`src/rtl/verificador_resultados_if.sv`:
```
// Vector/result bus between the test harness and the response checker.
interface verificador_resultados_if #(
  parameter int unsigned LARGURA = 8,
  parameter int unsigned IW      = 2
);
  logic               inicio_i;
  logic               valido_i;
  logic [LARGURA-1:0] resultado_i;
  logic [LARGURA-1:0] esperado_i;
  logic               pronto_o;
  logic               concluido_o;
  logic               aprovado_o;
  logic [7:0]         erros_o;
  logic [IW-1:0]      primeiro_erro_o;
  logic [LARGURA-1:0] assinatura_o;

  modport master (
    output inicio_i, valido_i, resultado_i, esperado_i,
    input  pronto_o, concluido_o, aprovado_o, erros_o, primeiro_erro_o, assinatura_o
  );

  modport slave (
    input  inicio_i, valido_i, resultado_i, esperado_i,
    output pronto_o, concluido_o, aprovado_o, erros_o, primeiro_erro_o, assinatura_o
  );
endinterface

```
`src/rtl/verificador_resultados.sv`:
```
// Self-test response checker: counts mismatches, records the first failing vector.
// Define VERIFICADOR_ASSINATURA_EN to compress accepted results into a signature.
module verificador_resultados #(
  parameter int unsigned        LARGURA     = 8,
  parameter int unsigned        NUM_VETORES = 4,
  parameter logic [LARGURA-1:0] POLINOMIO   = LARGURA'(8'h1D)
) (
  input  logic                     clk,
  input  logic                     rst_n,
  verificador_resultados_if.slave  bus
);
  localparam int unsigned IW     = (NUM_VETORES > 1) ? $clog2(NUM_VETORES) : 1;
  localparam int unsigned EW     = 8;
  localparam logic [IW-1:0] ULTIMO = IW'(NUM_VETORES - 1);
  localparam logic [EW-1:0] ERROS_MAX = '1;

  typedef enum logic [1:0] {
    OCIOSO     = 2'd0,
    COLETANDO  = 2'd1,
    FINALIZADO = 2'd2
  } estado_t;

  estado_t       estado_q;
  logic          pronto_q;
  logic          concluido_q;
  logic          aprovado_q;
  logic [EW-1:0] erros_q;
  logic [IW-1:0] primeiro_q;
  logic [IW-1:0] indice_q;

  logic aceita_c;
  logic diverge_c;
  logic partida_c;

  assign aceita_c  = bus.valido_i & pronto_q;
  assign diverge_c = (bus.resultado_i != bus.esperado_i);
  assign partida_c = (estado_q == OCIOSO) & bus.inicio_i;

  // Run control; pronto_q is only high while collecting, so acceptance implies COLETANDO.
  always_ff @(posedge clk or negedge rst_n) begin
    if (!rst_n) begin
      estado_q    <= OCIOSO;
      pronto_q    <= 1'b0;
      concluido_q <= 1'b0;
      aprovado_q  <= 1'b0;
      erros_q     <= '0;
      primeiro_q  <= '0;
      indice_q    <= '0;
    end else begin
      case (estado_q)
        OCIOSO: begin
          if (bus.inicio_i) begin
            estado_q   <= COLETANDO;
            pronto_q   <= 1'b1;
            aprovado_q <= 1'b0;
            erros_q    <= '0;
            primeiro_q <= '0;
            indice_q   <= '0;
          end
        end
        COLETANDO: begin
          if (aceita_c) begin
            if (diverge_c) begin
              if (erros_q != ERROS_MAX) erros_q <= erros_q + EW'(1);
              if (erros_q == '0)        primeiro_q <= indice_q;
            end
            indice_q <= indice_q + IW'(1);
            if (indice_q == ULTIMO) begin
              estado_q    <= FINALIZADO;
              pronto_q    <= 1'b0;
              concluido_q <= 1'b1;
            end
          end
        end
        FINALIZADO: begin
          estado_q    <= OCIOSO;
          concluido_q <= 1'b0;
          aprovado_q  <= (erros_q == '0);
        end
        default: begin
          estado_q    <= OCIOSO;
          pronto_q    <= 1'b0;
          concluido_q <= 1'b0;
        end
      endcase
    end
  end

`ifdef VERIFICADOR_ASSINATURA_EN
  logic [LARGURA-1:0] assinatura_q;

  // Shift-left LFSR folding each accepted result into the signature.
  always_ff @(posedge clk or negedge rst_n) begin
    if (!rst_n) begin
      assinatura_q <= '0;
    end else if (partida_c) begin
      assinatura_q <= '0;
    end else if (aceita_c) begin
      assinatura_q <= {assinatura_q[LARGURA-2:0], 1'b0}
                    ^ (assinatura_q[LARGURA-1] ? POLINOMIO : '0)
                    ^ bus.resultado_i;
    end
  end

  assign bus.assinatura_o = assinatura_q;
`else
  assign bus.assinatura_o = '0;
`endif

  assign bus.pronto_o        = pronto_q;
  assign bus.concluido_o     = concluido_q;
  assign bus.aprovado_o      = aprovado_q;
  assign bus.erros_o         = erros_q;
  assign bus.primeiro_erro_o = primeiro_q;
endmodule
```
`src/flat_wrapper.sv`:
```
// flat-port wrapper written by rule: the top's interface ports become plain ports
module verificador_resultados_flat 
#(
  parameter int unsigned        LARGURA     = 8,
  parameter int unsigned        NUM_VETORES = 4,
  parameter logic [LARGURA-1:0] POLINOMIO   = LARGURA'(8'h1D)
)
  (clk, rst_n, bus_inicio_i, bus_valido_i, bus_resultado_i, bus_esperado_i, bus_pronto_o, bus_concluido_o, bus_aprovado_o, bus_erros_o, bus_primeiro_erro_o, bus_assinatura_o);
  verificador_resultados_if #(.LARGURA(LARGURA)) bus_i ();
  input  logic clk;
  input  logic rst_n;
  input wire logic [$bits(bus_i.inicio_i)-1:0] bus_inicio_i;
  input wire logic [$bits(bus_i.valido_i)-1:0] bus_valido_i;
  input wire logic [$bits(bus_i.resultado_i)-1:0] bus_resultado_i;
  input wire logic [$bits(bus_i.esperado_i)-1:0] bus_esperado_i;
  output wire logic [$bits(bus_i.pronto_o)-1:0] bus_pronto_o;
  output wire logic [$bits(bus_i.concluido_o)-1:0] bus_concluido_o;
  output wire logic [$bits(bus_i.aprovado_o)-1:0] bus_aprovado_o;
  output wire logic [$bits(bus_i.erros_o)-1:0] bus_erros_o;
  output wire logic [$bits(bus_i.primeiro_erro_o)-1:0] bus_primeiro_erro_o;
  output wire logic [$bits(bus_i.assinatura_o)-1:0] bus_assinatura_o;
  assign bus_i.inicio_i = bus_inicio_i;
  assign bus_i.valido_i = bus_valido_i;
  assign bus_i.resultado_i = bus_resultado_i;
  assign bus_i.esperado_i = bus_esperado_i;
  assign bus_pronto_o = bus_i.pronto_o;
  assign bus_concluido_o = bus_i.concluido_o;
  assign bus_aprovado_o = bus_i.aprovado_o;
  assign bus_erros_o = bus_i.erros_o;
  assign bus_primeiro_erro_o = bus_i.primeiro_erro_o;
  assign bus_assinatura_o = bus_i.assinatura_o;
  verificador_resultados #(.LARGURA(LARGURA), .NUM_VETORES(NUM_VETORES), .POLINOMIO(POLINOMIO)) u_core (.clk(clk), .rst_n(rst_n), .bus(bus_i));
endmodule
```
`config.mk`:
```
export PLATFORM = sky130hd
export DESIGN_NAME = verificador_resultados_flat
export DESIGN_NICKNAME = d
export VERILOG_FILES = /design/src/rtl/verificador_resultados_if.sv /design/src/rtl/verificador_resultados.sv /design/src/flat_wrapper.sv
export SDC_FILE = /design/constraint.sdc
export NUM_CORES = 1
export LEC_CHECK = 0
export BUFFER_PORTS_ARGS = -buffer_cell sky130_fd_sc_hd__buf_2
export CORE_MARGIN = 1.5
export CORE_UTILIZATION = 30
export CTS_CLUSTER_SIZE = 8
export DETAILED_ROUTE_END_ITERATION = 10
export GPL_TIMING_DRIVEN = 0
export PLACE_DENSITY = 0.54
export SLEW_MARGIN = 20
export SYNTH_ARGS = -nofsm -noshare
export SYNTH_HDL_FRONTEND = slang
export SYNTH_SLANG_ARGS = --single-unit
```
`constraint.sdc`:
```
create_clock -name clk -period 1.8 [get_ports clk]
set_clock_uncertainty 0.05 [all_clocks]
set_input_delay 0 -clock clk [delete_from_list [all_inputs] [get_ports clk]]
set_output_delay 0 -clock clk [all_outputs]
set_load 0.05 [all_outputs]
```
==> impl_metrics.yaml <==
pwr:
  power.leakage_nw: 0.7071
  p_total_mw: 2.534
  cellPowerDensity_nw_per_um2: 1636
  vdd_drop_max_mv: 0.4076
timing:
  slew_viol_final: 0
  layout_setup_ws_ns: -0.06708
  setup_viol: 4
  tns_ns: -0.1283
  finalHoldViolations: 0
  fin_crit_sh_pct: 103.7
  period_needed_ns: 1.867
  whs_ns: 0.002121
  fmax_ghz: 0.5356
  rsz0062_at_grt: "yes"
critical_path:
  critPathMaxFanout: 4
  r2r_cells: 6
  crit_arrival_ns: 2.02
  cp_slowest_cell: "dfrtp_2"
  worst-setup-path-type: "reg -> reg"
  crit_required_ns: 1.95
  cp-end-kind: "flop"
  worstPathCellList: "or3b_4 -> nand2_4 -> o41ai_4 -> buf_6 -> or3_4 -> o31ai_4"
  r2r_end: "u_core.bus.erros_o[3]"
  rrSetupSlack_ns: -0.07
  cpPeakStageDelay_ns: 0.43
  cp-start-kind: "flop"
  r2r-start: "u_core.estado_q[1]"
outcome:
  violations: "negative setup slack"
  outcome: "complete, but fails checks"
placement:
  place.gp.congestion: 0.8171
  hpwl_um: 1789
  placed_area_um2: 1355
  dpl.cell_count: 201
  io_buffers: 32
  dp_slack_ns: -0.1108
job:
  maxCapViolCount: 0
routing:
  first_pass_iters: 4
  drt_iter0_drc: 20
  drc: 0
  detail_route.wl_per_cell_um: 11.56
  final_antenna_net_count: 0
  vias_per_cell: 4.780
  via_count: 1023
  drt_wl_total_um: 2473
min_path:
  hold_end: "u_core.bus.pronto_o"
  worstHoldStart: "bus_inicio_i"
  hold_class: "in -> reg"
  holdPathStages: 3
clock_tree:
  clockBufferDepth: 2
  clk_pin_slew_ns: 0.10
  htreeDepth: 1
  numCtsBuffers: 3
  cts_sinks: 17
  clk_latency_ns: 0.29
  cts_tree: "yes"
  cts_root_buf: "clkbuf_4"
logic_synthesis:
  synth_edf_count: 0
  ys_async_sr_fraction_pct: 100.0
  yosysTopAreaCell: "dfrtp_1"
  ys_dominant_reg_cell: "dfrtp_1"
  ys_seq_area_share_pct: 39.49
  ys_ff_latch: 17
  netlist_instances: 116
  yosysUniqueCellTypes: 39
  synth_common_cells: "dfrtp_1 (17), nor2_1 (9), buf_4 (8), nand2_1 (8)"
  synth.cell_area_um2: 1077
  synth_most_common_cell: "dfrtp_1"
  yosysWarningCount: 0
  avgSynthCellArea_um2: 9.287
  synth.area.top_cells: "dfrtp_1 (39%), xnor2_1 (5.7%), buf_4 (5.6%)"
  yosysTopAreaCellShare_pct: 39.49
layout:
  multi_input_comb_area_um2: 679.4
  nFillCells: 322
  area_growth_pct: 43.79
  fin_util_pct: 45.70
  final-seq-area_um2: 435.4
  layout.nets: 192
  drive_above_1_share_pct: 47.02
  n_antenna_cell: 0
  final_area_um2: 1549
  fin_cells: 214
grt:
  grt_pass1_wl_um: 4284
  antenna_found_initial: 0
  grt_pass1_vias: 972
  track_usage_pct: 13.29
  grt_start_max_net_pins: 18
  grt_overflow: 0
floorplanning:
  die_y_um: 62.93
  num_io_pins: 41
  fp-row-count: 21
  start_util_pct: 31.78
  dieArea_um2: 3960
  die-width_um: 62.93
  fp.coreArea_um2: 3390
layout make-up:
cell class	instances	share of cell area (%)
flip-flops and latches	17	28.11
inverters	7	1.696
clock buffers	4	1.696
plain buffers	10	4.927
multi-input cells	87	43.86
repair buffers	43	15.99
well taps	46	3.716
critical path: cells and delay by family (launching register included):
kind,cells,cell delay (ns)
compound gates,2,0.24
simple gates,3,0.92
buf+inv,1,0.13
flops,1,0.43
per-layer routing:
metal | part of all wire (%) | up-vias | track usage [%]
met1 | 42 | 471 | 16.35
met3 | 6.6 | 4 | 1.261
met4 | 1.8 | 0 | 5.833
met2 | 49 | 51 | 23.40
met5 | 0 | - | 0
li1 | - | 497 | -
how the worst max path moves through the flow:
stage / startpoint / end / cells after the start
after detailed placement: u_core.estado_q[0] / u_core.bus.erros_o[3] / 7
final: u_core.estado_q[1] / u_core.bus.erros_o[3] / 6
after global routing: u_core.estado_q[0] / u_core.bus.erros_o[3] / 6
after global placement: u_core.estado_q[0] / u_core.bus.erros_o[3] / 7
after CTS: u_core.estado_q[0] / u_core.bus.erros_o[3] / 7
after floorplan: u_core.bus.erros_o[0] / u_core.bus.erros_o[3] / 7
cell usage in the layout, fill, tap and decap left out, types with 4 or more instances in the layout:
cell     Yosys  routed
conb_1       1       8
nand2_1      8       7
buf_2        1      33
nor2_1       9       7
buf_4        8      17
xnor2_1      7       7
nand3_1      5       4
dfrtp_1     17       9
inv_1        7       6
o21ai_0      7       5
dfrtp_2      0       8
power breakdown:
part | leakage (nW) | switching [mW] | internal, mW | total (mW)
Clock | 0.0150 | 0.117 | 0.0861 | 0.203
Sequential | 0.200 | 0.212 | 0.560 | 0.773
Combinational | 0.492 | 1.02 | 0.540 | 1.56
Total | 0.707 | 1.35 | 1.19 | 2.53
state kept, by name, indices dropped and copies added (netlist names):
register / count
u_core.bus.primeiro_erro_o: 2
u_core.indice_q: 2
u_core.bus.concluido_o: 1
u_core.bus.erros_o: 8
u_core.estado_q: 2
u_core.bus.pronto_o: 1
u_core.bus.aprovado_o: 1
repair_timing:
action | 4_1_cts | 5_1_grt
setup endpoints to repair | 7 | 10
gates cloned | 0 | 0
buffers inserted | 5 | 4
pin swaps | 6 | 5
gates resized for setup | 8 | 13
hold buffers | 2 | 0
hold endpoints to repair | 18 | 0
cells by family after synthesis:
| group | Yosys count | synth area share, % |
|---|---|---|
| XOR/XNOR | 8 | 6.504 |
| AO/OA/AOI/OAI | 22 | 14.52 |
| AND/OR/NAND/NOR | 43 | 21.95 |
| multiplexers | 3 | 2.788 |
| flip-flops | 17 | 39.49 |
| other | 1 | 0.3481 |
| adder cells (fa/ha/maj) | 3 | 3.485 |
| buffers and inverters | 19 | 10.92 |
No activity file was read; power rests on OpenSTA's default activity.
